<file path="src/rtl/color_palette_if.sv">
`default_nettype none
// ============================================================================
// Module   : color_palette_if
// Purpose  : Request/result bundle between the game FSM (master) and the
//            platform/ball colour generator (slave).
// Signals  : seed_load, seed  - reseed the generator's LFSR (seed 0 = default)
//            distinct         - ask for pairwise-distinct platform colours
//            req              - start a generation (ignored while busy)
//            busy, valid      - generation in progress / result held
//            plat_colors      - slot i at [i*COLOR_W +: COLOR_W]
//            ball_idx         - platform whose colour the ball copies
//            ball_color       - colour of platform ball_idx
// Revision : 1.0 - initial release
// ============================================================================
interface color_palette_if #(
  parameter int NUM_PLATS = 4,
  parameter int COLOR_W   = 3
);
  localparam int IW = (NUM_PLATS > 1) ? $clog2(NUM_PLATS) : 1;

  logic                           seed_load;
  logic [31:0]                    seed;
  logic                           distinct;
  logic                           req;
  logic                           busy;
  logic                           valid;
  logic [NUM_PLATS*COLOR_W-1:0]   plat_colors;
  logic [IW-1:0]                  ball_idx;
  logic [COLOR_W-1:0]             ball_color;

  modport master (
    output seed_load, seed, distinct, req,
    input  busy, valid, plat_colors, ball_idx, ball_color
  );

  modport slave (
    input  seed_load, seed, distinct, req,
    output busy, valid, plat_colors, ball_idx, ball_color
  );
endinterface
`default_nettype wire

</file>
<file path="src/rtl/color_palette_gen.sv">
`default_nettype none
// ============================================================================
// Module   : color_palette_gen
// Purpose  : Draws NUM_PLATS platform colours from a free-running 32-bit
//            Galois LFSR, optionally forcing them pairwise distinct, then
//            picks one platform at random and copies its colour to the ball.
//            Results are registered and held until the next accepted req.
// Ports    : clk, reset (synchronous, active-high)
//            bus (color_palette_if.slave) - seed/req inputs, busy/valid and
//            colour results, all outputs registered.
// Revision : 1.0 - initial release
// ============================================================================
module color_palette_gen #(
  parameter int          NUM_PLATS = 4,
  parameter int          COLOR_W   = 3,
  parameter logic [31:0] SEED      = 32'h7FFF_FFFF
) (
  input  logic           clk,
  input  logic           reset,
  color_palette_if.slave bus
);
  localparam int          IW   = (NUM_PLATS > 1) ? $clog2(NUM_PLATS) : 1;
  localparam int          PW   = NUM_PLATS * COLOR_W;
  localparam logic [31:0] TAPS = 32'h8020_0003;
  // With more platforms than colours, distinct mode could never finish.
  localparam bit          DIST_OK = (NUM_PLATS <= (1 << COLOR_W));

  typedef enum logic [1:0] {
    S_IDLE  = 2'd0,
    S_DRAW  = 2'd1,
    S_CHECK = 2'd2,
    S_PICK  = 2'd3
  } state_t;

  state_t             state_q, state_d;
  logic [31:0]        lfsr_q, lfsr_d;
  logic [IW-1:0]      slot_q, slot_d;
  logic               dist_q, dist_d;
  logic [COLOR_W-1:0] cand_q, cand_d;
  logic               busy_q, busy_d;
  logic               valid_q, valid_d;
  logic [PW-1:0]      plat_q, plat_d;
  logic [IW-1:0]      idx_q, idx_d;
  logic [COLOR_W-1:0] ball_q, ball_d;

  logic               hit;
  logic [IW-1:0]      pick_idx;
  logic [COLOR_W-1:0] pick_color;

  always_comb begin
    state_d = state_q;
    slot_d  = slot_q;
    dist_d  = dist_q;
    cand_d  = cand_q;
    busy_d  = busy_q;
    valid_d = valid_q;
    plat_d  = plat_q;
    idx_d   = idx_q;
    ball_d  = ball_q;

    // LFSR runs every cycle; a reseed replaces this cycle's step.
    if (bus.seed_load) begin
      lfsr_d = (bus.seed == 32'h0) ? SEED : bus.seed;
    end else begin
      lfsr_d = {1'b0, lfsr_q[31:1]} ^ (lfsr_q[0] ? TAPS : 32'h0);
    end

    // Collision against slots already committed in this generation.
    hit = 1'b0;
    for (int j = 0; j < NUM_PLATS; j++) begin
      if ((IW'(j) < slot_q) && (plat_q[j*COLOR_W +: COLOR_W] == cand_q)) begin
        hit = dist_q;
      end
    end

    pick_idx   = IW'(lfsr_q[15:0] % 16'(NUM_PLATS));
    pick_color = '0;
    for (int i = 0; i < NUM_PLATS; i++) begin
      if (IW'(i) == pick_idx) begin
        pick_color = plat_q[i*COLOR_W +: COLOR_W];
      end
    end

    case (state_q)
      S_IDLE: begin
        if (bus.req) begin
          slot_d  = '0;
          dist_d  = bus.distinct & DIST_OK;
          valid_d = 1'b0;
          busy_d  = 1'b1;
          state_d = S_DRAW;
        end
      end
      S_DRAW: begin
        cand_d  = lfsr_q[COLOR_W-1:0];
        state_d = S_CHECK;
      end
      S_CHECK: begin
        if (hit) begin
          // Linear probe to the next colour; terminates within NUM_PLATS-1 steps.
          cand_d = cand_q + COLOR_W'(1);
        end else begin
          for (int i = 0; i < NUM_PLATS; i++) begin
            if (IW'(i) == slot_q) begin
              plat_d[i*COLOR_W +: COLOR_W] = cand_q;
            end
          end
          if (slot_q == IW'(NUM_PLATS - 1)) begin
            state_d = S_PICK;
          end else begin
            slot_d  = slot_q + IW'(1);
            state_d = S_DRAW;
          end
        end
      end
      S_PICK: begin
        idx_d   = pick_idx;
        ball_d  = pick_color;
        valid_d = 1'b1;
        busy_d  = 1'b0;
        state_d = S_IDLE;
      end
      default: begin
        state_d = S_IDLE;
        busy_d  = 1'b0;
      end
    endcase
  end

  always_ff @(posedge clk) begin
    if (reset) begin
      state_q <= S_IDLE;
      lfsr_q  <= SEED;
      slot_q  <= '0;
      dist_q  <= 1'b0;
      cand_q  <= '0;
      busy_q  <= 1'b0;
      valid_q <= 1'b0;
      plat_q  <= '0;
      idx_q   <= '0;
      ball_q  <= '0;
    end else begin
      state_q <= state_d;
      lfsr_q  <= lfsr_d;
      slot_q  <= slot_d;
      dist_q  <= dist_d;
      cand_q  <= cand_d;
      busy_q  <= busy_d;
      valid_q <= valid_d;
      plat_q  <= plat_d;
      idx_q   <= idx_d;
      ball_q  <= ball_d;
    end
  end

  assign bus.busy        = busy_q;
  assign bus.valid       = valid_q;
  assign bus.plat_colors = plat_q;
  assign bus.ball_idx    = idx_q;
  assign bus.ball_color  = ball_q;
endmodule
`default_nettype wire

</file>
<file path="src/flat_wrapper.sv">
// flat-port wrapper written by rule: the top's interface ports become plain ports
module color_palette_gen_flat 
#(
  parameter int          NUM_PLATS = 4,
  parameter int          COLOR_W   = 3,
  parameter logic [31:0] SEED      = 32'h7FFF_FFFF
)
  (clk, reset, bus_seed_load, bus_seed, bus_distinct, bus_req, bus_busy, bus_valid, bus_plat_colors, bus_ball_idx, bus_ball_color);
  color_palette_if #(.NUM_PLATS(NUM_PLATS), .COLOR_W(COLOR_W)) bus_i ();
  input  logic clk;
  input  logic reset;
  input wire logic [$bits(bus_i.seed_load)-1:0] bus_seed_load;
  input wire logic [$bits(bus_i.seed)-1:0] bus_seed;
  input wire logic [$bits(bus_i.distinct)-1:0] bus_distinct;
  input wire logic [$bits(bus_i.req)-1:0] bus_req;
  output wire logic [$bits(bus_i.busy)-1:0] bus_busy;
  output wire logic [$bits(bus_i.valid)-1:0] bus_valid;
  output wire logic [$bits(bus_i.plat_colors)-1:0] bus_plat_colors;
  output wire logic [$bits(bus_i.ball_idx)-1:0] bus_ball_idx;
  output wire logic [$bits(bus_i.ball_color)-1:0] bus_ball_color;
  assign bus_i.seed_load = bus_seed_load;
  assign bus_i.seed = bus_seed;
  assign bus_i.distinct = bus_distinct;
  assign bus_i.req = bus_req;
  assign bus_busy = bus_i.busy;
  assign bus_valid = bus_i.valid;
  assign bus_plat_colors = bus_i.plat_colors;
  assign bus_ball_idx = bus_i.ball_idx;
  assign bus_ball_color = bus_i.ball_color;
  color_palette_gen #(.NUM_PLATS(NUM_PLATS), .COLOR_W(COLOR_W), .SEED(SEED)) u_core (.clk(clk), .reset(reset), .bus(bus_i));
endmodule
</file>
<file path="config.mk">
export PLATFORM = sky130hd
export DESIGN_NAME = color_palette_gen_flat
export DESIGN_NICKNAME = d
export VERILOG_FILES = /design/src/rtl/color_palette_if.sv /design/src/rtl/color_palette_gen.sv /design/src/flat_wrapper.sv
export SDC_FILE = /design/constraint.sdc
export NUM_CORES = 1
export LEC_CHECK = 0
export ABC_AREA = 0
export BUFFER_PORTS_ARGS = -buffer_cell sky130_fd_sc_hd__buf_4
export CORE_MARGIN = 3
export CORE_UTILIZATION = 50
export CTS_CLUSTER_SIZE = 30
export DETAILED_ROUTE_END_ITERATION = 12
export MAX_ROUTING_LAYER = met4
export PLACE_DENSITY_LB_ADDON = 0.3
export SKIP_CTS_REPAIR_TIMING = 1
export SLEW_MARGIN = 20
export SYNTH_ARGS = -nofsm -noshare
export SYNTH_HDL_FRONTEND = slang
export SYNTH_SLANG_ARGS = --single-unit
export TNS_END_PERCENT = 20
</file>
<file path="constraint.sdc">
create_clock -name clk -period 3.87 [get_ports clk]
set_input_delay 0.387 -clock clk [delete_from_list [all_inputs] [get_ports clk]]
set_output_delay 0.387 -clock clk [all_outputs]
set_load 0.02 [all_outputs]
</file>
======== After elaboration in Yosys (flattened, before gate mapping) ========
Index checks and enable logic that the tools add are counted.
operators by class
  reductions and logical operators ........ 20
  add/subtract/negate cells ............... 2
  magnitude comparators ................... 4
  multiplexer cells ....................... 25
  bitwise operators ....................... 2
  eq/ne operators ......................... 18
operator list
  operator                                                                     count
  32-bit two-way mux                                                           3
  32-bit zero test                                                             1
  31-bit by 32-bit bitwise XOR with 32-bit output                              1
  3-bit two-way mux                                                            5
  3-bit == test                                                                4
  2-bit two-way mux                                                            6
  3-bit AND reduction                                                          4
  2-bit == test, first input constant                                          4
  2-bit case mux with 4 select lines                                           1
  2-bit AND reduction                                                          4
  2-bit == test, second input constant                                         3
  2-bit zero test                                                              3
  1-bit two-way mux                                                            6
  2-bit inequality test, second input constant                                 3
  3-bit case mux with 2 select lines                                           1
  2-bit nonzero test                                                           3
  1-bit by 2-bit == test with 1-bit output, first input constant               2
  1-bit logical AND                                                            4
  1-bit by 2-bit less-than comparator with 1-bit output, first input constant  2
  2-bit less-than comparator, first input constant                             2
  1-bit case mux with 2 select lines                                           2
  2-bit case mux with 2 select lines                                           1
  4-bit AND reduction                                                          1
  3-bit by 1-bit adder with 3-bit output, second input constant                1
  4 further kinds                                                              4
storage, ports and cells
  output and inout port bits .............. 19
  register bits ........................... 59
  word-level logic and storage cells ...... 84
  input bits .............................. 37

======== Longest topological paths before layout ========
Gate-level depths: netlist (run 1).
  depth after elaboration ................. 8
  depth in mapped cells ................... 8
  gate-level depth less buffers ........... 7

======== Worst setup path after synthesis (run 1) ========
OpenSTA, ideal clock, no wires.
  path type ............................... register to register
  start point ............................. register u_core.slot_q[0]
  end point ............................... register u_core.cand_q[2]
  buffers on the path ..................... 1
  stages on the path, launching flop included .. 8
  period minus slack after synthesis ...... 1968 ps
  arrival time ............................ 1846 ps
  setup slack ............................. 1902 ps
  required time ........................... 3748 ps
  library setup time ...................... 122 ps
  path through ............................ dfxtp_1 inv_1 ha_1 or4_4 a31oi_2 buf_4 nand4_1 o311a_1
on the way
  longest elaborated chain between the ends .. 8
  elaborated cells on any way between the ends .. 14
  those cells by class .................... order compare (4); eq/ne (1); mux (4); reduce/logical (5)
ends and longest elaborated chain
  item                                                            RTL line                  source
  start, declared                                                 color_palette_gen.sv:37   logic [IW-1:0] slot_q, slot_d;
  start signal, assigned                                          color_palette_gen.sv:145  slot_q <= slot_d;
  1-bit by 2-bit less-than comparator with 1-bit output           color_palette_gen.sv:71   if ((IW'(j) < slot_q) && (plat_q[j*COLOR_W +: COLOR_W] == cand_q)) begin
  1-bit logical AND                                               color_palette_gen.sv:71
  1-bit two-way mux (3 in a row)                                  color_palette_gen.sv:71
  1-bit two-way mux (*)                                           color_palette_gen.sv:71
  2-bit by 1-bit inequality test with 1-bit output (no line) (*)  n/a
  2-bit AND reduction (no line) (*)                               n/a
  end signal, assigned                                            color_palette_gen.sv:147  cand_q <= cand_d;
  end, declared                                                   color_palette_gen.sv:39   logic [COLOR_W-1:0] cand_q, cand_d;
Mark *: on every way between the ends. The rest lies on a longest branch, timed or not.
A chain may end at the register's enable or synchronous reset.

======== Final worst setup path (run 1) ========
  start point ............................. register u_core.slot_q[0]
  end point ............................... register u_core.slot_q[0]
on the way
  longest elaborated chain between the ends .. 8
  elaborated cells on any way between the ends .. 20
  those cells by class .................... add/sub (1); order compare (4); eq/ne (3); mux (7); reduce/logical (5)
ends and longest elaborated chain
  item                                                   RTL line
  1-bit by 2-bit less-than comparator with 1-bit output  color_palette_gen.sv:71
  1-bit logical AND                                      color_palette_gen.sv:71
  1-bit two-way mux (4 in a row)                         color_palette_gen.sv:71
  2-bit inequality test (no line)                        n/a
  4-bit AND reduction (no line)                          n/a
Parallel ways exist; a longest one is shown, timed or not. The select of a mux whose other input is x is not followed.

==> results by group, run 1 <==
CTS
  – CTS clock-pin slew for the worst setup and hold paths: 0.06 ns
  – CTS tree: done
  – CTS max path bufs: 2
  – # H-tree levels: 3
  – CTS buffer count: 9
  – Worst skew pair latency: 0.33 ns
  – Clk sink count: 59
  – Root buf cell: clkbuf_8

Outcome
  – Status: completed

Floorplanning
  – Core area: 5172 µm²
  – Die X: 79.57 µm
  – Core Rows: 26
  – Die H: 79.57 µm
  – Starting density of the core: 0.5232
  – Die area: 6331 µm²
  – Top Ports: 56

Drt
  – First drt pass iteration count: 4
  – Initial DRC count: 243
  – DRC: 0
  – Routed WL: 6267 µm
  – DR WL/cell: 14.78 µm
  – Via Count: 2408
  – Vias per cell: 5.679
  – Final ANT Viol Nets: 0

Global routing
  – Initial antenna violation count: 0
  – Global route overflow: 0
  – All-layer global routing usage: 0.2155
  – First-pass GRT wire length: 10420 µm
  – Vias in the first global route: 2192
  – Pin count of the biggest net entering global routing: 62

Critical path
  – Crit path launch type: register
  – Worst setup EP type: register
  – Crit path DAT: 2.53 ns
  – Critical path class: register to register
  – Critical Path Fanout Max: 15
  – Crit path required time: 4.10 ns

STA
  – Final Hold Vio Count: 0
  – Clock skew: 0.008337 ns
  – RSZ-0062 raised after global routing: no
  – Setup TNS after final layout: 0 ns
  – Worst Setup Slack, final: 1.563 ns
  – Final setup violation count: 0
  – Fin. max-slew vios: 0
  – Worst-margin pin slew: 0.6540 ns
  – Fmax: 433.4 MHz
  – Slew margin rel.: 0.5624
  – Crit path time final: 2.307 ns
  – Tcrit/Tclk final: 0.5962

Synthesis
  – Post-synth cell types: 41
  – Avg Cell Area, Syn: 8.815 µm²
  – Post-synth ARST share: 0
  – Main synth FF type: dfxtp_1
  – Synthesized instance count: 307
  – Synthesized area: 2706 µm²
  – Yosys top cell area share: 0.4364
  – Synth area leaders: dfxtp_1, nand2b_1, o22ai_1
  – Post-synth top cells: dfxtp_1, nand2b_1, o22ai_1
  – Cell accounting for the most synthesized area: dfxtp_1
  – Seq/Total Area, Yosys: 0.4364
  – Most common cell in the netlist: dfxtp_1
  – Seq cells post-synth: 59
  – EDFF count, synth: 0
  – Yosys warning count: 0
  – Syn Nets: 352

Pwr
  – Pleak: 1.222 nW
  – Worst VDD drop: 214.4 µV
  – Power Density: 388.4 nW/µm²

Layout
  – Area of the multi-input gates: 1399 µm²
  – Layout fillers: 459
  – Final core utilization: 0.6330
  – Final #Nets: 395
  – Ant. Diodes: 0
  – Sequential Area: 1181 µm²
  – Final cell count without fillers: 424
  – Area grow syn2layout: 20.99%
  – Layout cells sized above 1: 0.2090

Placed design
  – Final GP Congestion: 0.8742
  – Post-DP HPWL: 4324 µm
  – Placed Instances: 409
  – Setup Slack @ Placement: 1.569 ns
  – Port Buffers: 55

Job
  – Max-Cap Viols: 0

Hold path
  – Tightest Hold Check Type: primary input to register
[per-layer routing]
layer / routed length (µm) / track usage / share of wire
met3: 300 / 0.04063 / 0.048
met1: 2958 / 0.2835 / 0.47
met2: 2898 / 0.3172 / 0.46
met4: 110 / 0.1065 / 0.018
met5: 0 / - / 0
[state kept, by name (all words and copies together), names as in the netlist]
register                cells
u_core.lfsr_q              32
u_core.bus.valid            1
u_core.bus.busy             1
u_core.cand_q               3
u_core.slot_q               2
u_core.state_q              2
u_core.dist_q               1
u_core.bus.ball_idx         2
u_core.bus.ball_color       3
u_core.bus.plat_colors     12
[path summary, 6_finish.rpt]
path | slack [ns] | depth (start not counted) | end | startpoint
min | 0.28 | 3 | u_core.lfsr_q[9] | bus_seed[9]
max reg2reg | 1.56 | 6 | u_core.slot_q[0] | u_core.slot_q[0]
max | 1.56 | 6 | u_core.slot_q[0] | u_core.slot_q[0]
min reg2reg | 0.46 | 2 | u_core.lfsr_q[9] | u_core.lfsr_q[10]
[metrics by stage]
stage	hold WS [ns]	power (mW)	cell area, µm²
after floorplan	0.4326	0.7663	2706
after global placement	0.4337	0.8182	3114
after detailed placement	0.4422	0.8223	3114
after CTS	0.2642	1.284	3274
after global routing	0.2816	1.326	3274
final	0.2833	1.272	3274
[cells in the final DEF, fill, tap and decap left out, drive strengths merged, types with 2 or more instances in the layout]
| master | n |
|---|---|
| clkbuf | 12 |
| mux2i | 4 |
| and2 | 4 |
| nor2b | 3 |
| o22ai | 31 |
| xnor2 | 7 |
| nand3b | 4 |
| o211ai | 3 |
| nand2b | 32 |
| xor2 | 5 |
| nand4 | 5 |
| nand3 | 13 |
| nor2 | 12 |
| clkinv | 3 |
| ha | 8 |
| a21oi | 24 |
| o21ai | 16 |
| nand2 | 13 |
| dfxtp | 59 |
| nor3b | 3 |
| buf | 56 |
| inv | 7 |
| a211oi | 4 |
| nor3 | 2 |
| nor4 | 11 |
[critical path, cell delays in order (launching register included)]
cell and delay, ns:
dfxtp_1 0.41, inv_1 0.10, ha_1 0.23, or4_4 0.58, a31oi_2 0.52, nor2_1 0.08, o311ai_1 0.28
[layout make-up]
class | instances | area share
inverter | 7 | 0.008024
sequential | 59 | 0.3607
clock buffer | 12 | 0.04433
tap | 70 | 0.02675
multi-input combinational | 217 | 0.4272
clock inverter | 3 | 0.004585
timing repair buffer | 56 | 0.1284
[logic make-up after synthesis]
| family | count (synthesis) | synth area share |
|---|---|---|
| AO/OA/AOI/OAI | 88 | 0.2062 |
| buffers and inverters | 31 | 0.04808 |
| XOR/XNOR | 12 | 0.03883 |
| multiplexers | 4 | 0.01479 |
| adder cells (fa/ha/maj) | 8 | 0.03699 |
| flip-flops | 59 | 0.4364 |
| AND/OR/NAND/NOR | 105 | 0.2187 |
[power breakdown]
part | total [mW] | internal [mW] | switching (mW) | leakage [nW]
Combinational | 0.147 | 0.0738 | 0.0729 | 0.652
Sequential | 0.664 | 0.636 | 0.0283 | 0.484
Clock | 0.461 | 0.243 | 0.218 | 0.0860
Total | 1.27 | 0.952 | 0.319 | 1.22
No activity file was read; power rests on OpenSTA's default activity.
==> inputs of run 2 (changes only) <==
--- a/config.mk
+++ b/config.mk
@@ -5,7 +5,7 @@
 export SDC_FILE = /design/constraint.sdc
 export NUM_CORES = 1
 export LEC_CHECK = 0
-export ABC_AREA = 0
+export ABC_AREA = 1
 export BUFFER_PORTS_ARGS = -buffer_cell sky130_fd_sc_hd__buf_4
 export CORE_MARGIN = 3
 export CORE_UTILIZATION = 50
==> constraint.sdc (replaced) <==
create_clock -name clk -period 2.2 [get_ports clk]
set_input_delay 0.22 -clock clk [delete_from_list [all_inputs] [get_ports clk]]
set_output_delay 0.22 -clock clk [all_outputs]
set_load 0.02 [all_outputs]
==> results by group, run 2 <==
Outcome
  – Status: completed (unchanged)

Synthesis
  – Synthesized instance count: 391 (was 307)
  – Post-synth ARST share: 0 (unchanged)
  – Avg Cell Area, Syn: 7.126 µm² (was 8.815 µm²)
  – Post-synth cell types: 28 (was 41)
  – Cell accounting for the most synthesized area: dfxtp_1 (unchanged)
  – Synth area leaders: dfxtp_1, nand2_1, o21ai_0 (was dfxtp_1, nand2b_1, o22ai_1)
  – Yosys top cell area share: 0.4239 (was 0.4364)
  – Seq cells post-synth: 59 (unchanged)
  – Main synth FF type: dfxtp_1 (unchanged)
  – Yosys warning count: 0 (unchanged)
  – EDFF count, synth: 0 (unchanged)
  – Most common cell in the netlist: nand2_1 (was dfxtp_1)
  – Syn Nets: 436 (was 352)
  – Seq/Total Area, Yosys: 0.4239 (was 0.4364)
  – Post-synth top cells: nand2_1, dfxtp_1, nor2_1 (was dfxtp_1, nand2b_1, o22ai_1)
  – Synthesized area: 2786 µm² (was 2706 µm²)

CTS
  – Root buf cell: clkbuf_8 (unchanged)
  – Worst skew pair latency: 0.34 ns (was 0.33 ns)
  – CTS buffer count: 9 (unchanged)
  – CTS tree: done (unchanged)
  – Clk sink count: 59 (unchanged)
  – CTS clock-pin slew for the worst setup and hold paths: 0.07 ns (was 0.06 ns)
  – CTS max path bufs: 2 (unchanged)
  – # H-tree levels: 3 (unchanged)

STA
  – Worst Setup Slack, final: 0.5291 ns (was 1.563 ns)
  – Slew margin rel.: 0.4065 (was 0.5624)
  – Clock skew: 0.01119 ns (was 0.008337 ns)
  – Worst-margin pin slew: 0.8893 ns (was 0.6540 ns)
  – Fin. max-slew vios: 0 (unchanged)
  – Setup TNS after final layout: 0 ns (unchanged)
  – Fmax: 598.5 MHz (was 433.4 MHz)
  – Crit path time final: 1.671 ns (was 2.307 ns)
  – Final setup violation count: 0 (unchanged)
  – RSZ-0062 raised after global routing: no (unchanged)
  – Final Hold Vio Count: 0 (unchanged)
  – Tcrit/Tclk final: 0.7595 (was 0.5962)

Global routing
  – Global route overflow: 0 (unchanged)
  – First-pass GRT wire length: 11440 µm (was 10420 µm)
  – Pin count of the biggest net entering global routing: 35 (was 62)
  – All-layer global routing usage: 0.2310 (was 0.2155)
  – Vias in the first global route: 2586 (was 2192)
  – Initial antenna violation count: 0 (unchanged)

Pwr
  – Pleak: 1.657 nW (was 1.222 nW)
  – Power Density: 791.3 nW/µm² (was 388.4 nW/µm²)
  – Worst VDD drop: 454.7 µV (was 214.4 µV)

Floorplanning
  – Core area: 5238 µm² (was 5172 µm²)
  – Top Ports: 56 (unchanged)
  – Die H: 80.65 µm (was 79.57 µm)
  – Die area: 6504 µm² (was 6331 µm²)
  – Die X: 80.65 µm (was 79.57 µm)
  – Core Rows: 26 (unchanged)
  – Starting density of the core: 0.5320 (was 0.5232)

Drt
  – Vias per cell: 5.233 (was 5.679)
  – DRC: 0 (unchanged)
  – Initial DRC count: 189 (was 243)
  – Via Count: 2716 (was 2408)
  – Final ANT Viol Nets: 0 (unchanged)
  – DR WL/cell: 12.73 µm (was 14.78 µm)
  – First drt pass iteration count: 4 (unchanged)
  – Routed WL: 6606 µm (was 6267 µm)

Job
  – Max-Cap Viols: 0 (unchanged)

Layout
  – Commonest non-fill, non-tap cells in the layout: nand2_1, buf_4, dfxtp_1 (was dfxtp_1, buf_4, nand2b_1)
  – Final cell count without fillers: 519 (was 424)
  – Top reg by flops: u_core.lfsr_q (unchanged)
  – Largest register FFs: 32 (unchanged)
  – Layout cells sized above 1: 0.1982 (was 0.2090)
  – Layout fillers: 481 (was 459)
  – Final #Nets: 490 (was 395)
  – Area grow syn2layout: 25.28% (was 20.99%)
  – Commonest non-fill, non-tap cell in the layout: nand2_1 (was dfxtp_1)
  – Ant. Diodes: 0 (unchanged)

Placed design
  – Placed Instances: 504 (was 409)
  – Port Buffers: 55 (unchanged)
  – Final GP Congestion: 0.9195 (was 0.8742)
  – Setup Slack @ Placement: 0.5469 ns (was 1.569 ns)
  – Post-DP HPWL: 4717 µm (was 4324 µm)

Critical path
  – Crit path launch type: register (unchanged)
  – Crit path required time: 2.42 ns (was 4.10 ns)
  – Critical path class: register to register (unchanged)
  – FF-to-FF Start: u_core.cand_q[1] (was u_core.slot_q[0])
  – Worst setup EP type: register (unchanged)
  – Origin of the worst setup path: u_core.cand_q[1] (was u_core.slot_q[0])
  – Crit path DAT: 1.89 ns (was 2.53 ns)
  – Critical Path Fanout Max: 9 (was 15)
  – R2R setup slack: 0.53 ns (was 1.56 ns)

Hold path
  – HP Start: reset (was bus_seed[9])
  – Tightest Hold Check Type: primary input to register (unchanged)
## run 2: routing by layer
layer | track usage | share of wire | vias up
li1 | - | - | 1384
met1 | 0.2710 | 0.44 | 1240
met2 | 0.3940 | 0.48 | 81
met3 | 0.06166 | 0.063 | 11
met4 | 0.05574 | 0.014 | 0
met5 | - | 0 | -
## run 2: stage by stage
stage          hold WS (ns)  power, mW    util  instance area [µm²]
2_1_floorplan        0.2824      1.434       -                 2786
3_3_place_gp         0.4252      1.550  0.6190                 3242
3_5_place_dp         0.4290      1.558  0.6190                 3242
4_1_cts              0.1053      2.780  0.6665                 3491
5_1_grt              0.1158      2.889  0.6665                 3491
6_report             0.1121      2.762  0.6665                 3491
## run 2: where the power goes
group          internal [mW]  switching (mW)
combinational          0.149           0.210
clock                  0.808           0.415
sequential              1.13          0.0470
## run 2: area by class of cell
cell class | count | area [µm²] | area share
Inverter | 27 | 101.3 | 0.02903
Clock inverter | 4 | 97.59 | 0.02796
Clock buffer | 11 | 151.4 | 0.04337
Multi-Input combinational cell | 288 | 1421 | 0.4072
Sequential cell | 59 | 1181 | 0.3384
Tap cell | 70 | 87.58 | 0.02509
Timing Repair Buffer | 60 | 450.4 | 0.1290
## run 2: cell families after synthesis
group	after synthesis	share of synthesized area
buffers and inverters	44	0.06601
adder cells (fa/ha/maj)	8	0.03592
AO/OA/AOI/OAI	70	0.1352
AND/OR/NAND/NOR	210	0.3390
flip-flops	59	0.4239
## run 2: worst paths after layout
check / to / depth (start not counted)
worst max-delay path: u_core.slot_q[1] / 11
worst min-delay path: u_core.bus.plat_colors[1] / 2
worst max register to register: u_core.slot_q[1] / 11
worst min register to register: u_core.lfsr_q[2] / 2
## run 2: worst max-delay path, cell delays in order (launching register included)
cell     delay (ns)
dfxtp_1        0.54
inv_2          0.13
nand2_1        0.08
nand2_1        0.06
nor2_1         0.11
nand2_1        0.11
nand3_4        0.13
nand3_4        0.13
nand3_2        0.12
nand2_1        0.05
nand2_1        0.05
nor2_1         0.05
==> inputs of run 3 (changes only) <==
--- a/config.mk
+++ b/config.mk
@@ -5,10 +5,10 @@
 export SDC_FILE = /design/constraint.sdc
 export NUM_CORES = 1
 export LEC_CHECK = 0
-export ABC_AREA = 1
+export ABC_AREA = 0
 export BUFFER_PORTS_ARGS = -buffer_cell sky130_fd_sc_hd__buf_4
 export CORE_MARGIN = 3
-export CORE_UTILIZATION = 50
+export CORE_UTILIZATION = 49
 export CTS_CLUSTER_SIZE = 30
 export DETAILED_ROUTE_END_ITERATION = 12
 export MAX_ROUTING_LAYER = met4
==> constraint.sdc (replaced) <==
create_clock -name clk -period 1.45 [get_ports clk]
set_input_delay 0.145 -clock clk [delete_from_list [all_inputs] [get_ports clk]]
set_output_delay 0.145 -clock clk [all_outputs]
set_load 0.02 [all_outputs]
==> results by group, run 3 (synthesis gave the netlist of run 1 again) <==
Outcome
  – Status: complete, but fails checks (was completed)
  – Failing checks: negative setup slack

Layout
  – Commonest non-fill, non-tap cells in the layout: buf_4, dfxtp_1, nand2b_1 (was nand2_1, buf_4, dfxtp_1)
  – Commonest non-fill, non-tap cell in the layout: buf_4 (was nand2_1)
  – Final core utilization: 0.6961 (was 0.6665)
  – Area grow syn2layout: 34.72% (was 25.28%)
  – Layout cells sized above 1: 0.3333 (was 0.1982)
  – Largest register FFs: 32 (unchanged)
  – Layout fillers: 417 (was 481)
  – Sequential Area: 1189 µm² (was 1181 µm²)
  – Area of the multi-input gates: 1471 µm² (was 1421 µm²)
  – Top reg by flops: u_core.lfsr_q (unchanged)
  – Ant. Diodes: 0 (unchanged)
  – Final #Nets: 428 (was 490)

Drt
  – Final ANT Viol Nets: 0 (unchanged)
  – First drt pass iteration count: 4 (unchanged)
  – Routed WL: 7002 µm (was 6606 µm)
  – Vias per cell: 5.635 (was 5.233)
  – Initial DRC count: 251 (was 189)
  – DR WL/cell: 15.32 µm (was 12.73 µm)
  – DRC: 0 (unchanged)
  – Via Count: 2575 (was 2716)

Floorplanning
  – Starting density of the core: 0.5167 (was 0.5320)
  – Core area: 5238 µm² (unchanged)
  – Top Ports: 56 (unchanged)
  – Die X: 80.32 µm (was 80.65 µm)
  – Die H: 80.32 µm (was 80.65 µm)
  – Core Rows: 26 (unchanged)
  – Die area: 6451 µm² (was 6504 µm²)

STA
  – Worst Setup Slack, final: -0.3479 ns (was 0.5291 ns)
  – Slew margin rel.: 0.7281 (was 0.4065)
  – RSZ-0062 raised after global routing: yes (was no)
  – Tcrit/Tclk final: 1.240 (was 0.7595)
  – Fmax: 556.2 MHz (was 598.5 MHz)
  – Crit path time final: 1.798 ns (was 1.671 ns)
  – Setup TNS after final layout: -4.664 ns (was 0 ns)
  – Worst-margin pin slew: 0.4078 ns (was 0.8893 ns)
  – Fin. max-slew vios: 0 (unchanged)
  – Final Hold Vio Count: 0 (unchanged)
  – Final setup violation count: 19 (was 0)
  – Clock skew: 0.003495 ns (was 0.01119 ns)

Critical path
  – Crit path DAT: 2.02 ns (was 1.89 ns)
  – FF-to-FF Start: u_core.cand_q[2] (was u_core.cand_q[1])
  – Reg2reg path depth: 5 (was 11)
  – CP max-delay cell: or4_4 (was dfxtp_1)
  – R2R setup slack: -0.35 ns (was 0.53 ns)
  – Crit path required time: 1.67 ns (was 2.42 ns)
  – Critical Path Fanout Max: 3 (was 9)
  – Crit-path cells: xor2_1, or4_4, a311oi_4, nor3_1, nor4_1 (was inv_2, nand2_1, nand2_1, nor2_1, nand2_1, nand3_4, nand3_4, nand3_2, nand2_1, nand2_1, nor2_1)
  – Crit path to: u_core.cand_q[1] (was u_core.slot_q[1])
  – R2R Path End: u_core.cand_q[1] (was u_core.slot_q[1])
  – Critical path class: register to register (unchanged)
  – Worst setup EP type: register (unchanged)
  – Origin of the worst setup path: u_core.cand_q[2] (was u_core.cand_q[1])
  – CP max stage delay: 0.58 ns (was 0.54 ns)
  – Crit path launch type: register (unchanged)

Global routing
  – Pin count of the biggest net entering global routing: 35 (unchanged)
  – Initial antenna violation count: 0 (unchanged)
  – Global route overflow: 0 (unchanged)
  – Vias in the first global route: 2365 (was 2586)
  – All-layer global routing usage: 0.2238 (was 0.2310)
  – First-pass GRT wire length: 10960 µm (was 11440 µm)

Pwr
  – Power Density: 965.6 nW/µm² (was 791.3 nW/µm²)
  – Pleak: 1.411 nW (was 1.657 nW)
  – Worst VDD drop: 547.0 µV (was 454.7 µV)

Job
  – Max-Cap Viols: 0 (unchanged)

CTS
  – Root buf cell: clkbuf_8 (unchanged)
  – Worst skew pair latency: 0.33 ns (was 0.34 ns)
  – CTS buffer count: 9 (unchanged)
  – Clk sink count: 59 (unchanged)
  – CTS max path bufs: 2 (unchanged)
  – CTS tree: done (unchanged)
  – CTS clock-pin slew for the worst setup and hold paths: 0.07 ns (about the same)
  – # H-tree levels: 3 (unchanged)

Hold path
  – HP Start: bus_seed[18] (was reset)
  – Tightest Hold Check Type: primary input to register (unchanged)

Placed design
  – Port Buffers: 55 (unchanged)
  – Post-DP HPWL: 4967 µm (was 4717 µm)
  – Final GP Congestion: 0.8894 (was 0.9195)
## run 3: changes by cell type in the layout (fill, tap and decap cells not counted), sizes merged, moves of 8 or more
cell | before | now
buf | 60 | 89
inv | 25 | 7
nand2 | 103 | 13
nand2b | 0 | 32
nand3 | 43 | 13
nor2 | 55 | 12
nor4 | 3 | 11
o21ai | 45 | 16
o22ai | 0 | 31
## run 3: how the worst min path moves through the flow
stage                             end  cells past startpoint
detailed placement  u_core.lfsr_q[18]                      3
CTS                 u_core.lfsr_q[18]                      3
global route        u_core.lfsr_q[28]                      3
global placement    u_core.lfsr_q[25]                      3
finish              u_core.lfsr_q[18]                      3
floorplan            u_core.lfsr_q[0]                      2
## run 3: worst max-delay path: cells and delay by family, from the launching register on
kind                      cells  cell delay [ns]
and+or+nand+nor               3             0.90
DFF                           1             0.32
AOI/OAI and AO/OA             1             0.30
xor gates and xnor gates      1             0.16
## run 3: stage by stage
step           hold slack [ns]  setup slack (ns)  cell area [µm²]  power (mW)  std cells
2_1_floorplan           0.2730           -0.3310             2741       2.050        307
3_3_place_gp            0.3700           -0.3280             3406       2.244        442
3_5_place_dp            0.3732           -0.3926             3406       2.257        442
4_1_cts                0.02024           -0.4100             3573       3.527        457
5_1_grt                0.03834           -0.4291             3646       3.682        457
6_report               0.02808           -0.3479             3646       3.521        457
## run 3: cell type report
type	count	share of cell area
Multi-Input combinational cell	217	0.4036
Sequential cell	59	0.3260
Timing Repair Buffer	89	0.1932
Clock buffer	10	0.03775
Tap cell	70	0.02402
Clock inverter	5	0.008236
Inverter	7	0.007207
## run 3: per-layer routing
layer | wire length, µm | part of all wire | GRT usage | vias up
li1 | - | - | - | 1260
met1 | 3130 | 0.45 | 0.3053 | 1225
met2 | 3303 | 0.47 | 0.3245 | 78
met3 | 429 | 0.061 | 0.03587 | 12
met4 | 138 | 0.020 | 0.1030 | 0
met5 | 0 | 0 | - | -
## run 3: power breakdown
part / total (mW) / switching [mW] / internal, mW
clock network: 1.28 / 0.635 / 0.646
registers: 1.73 / 0.0365 / 1.70
logic: 0.505 / 0.259 / 0.246
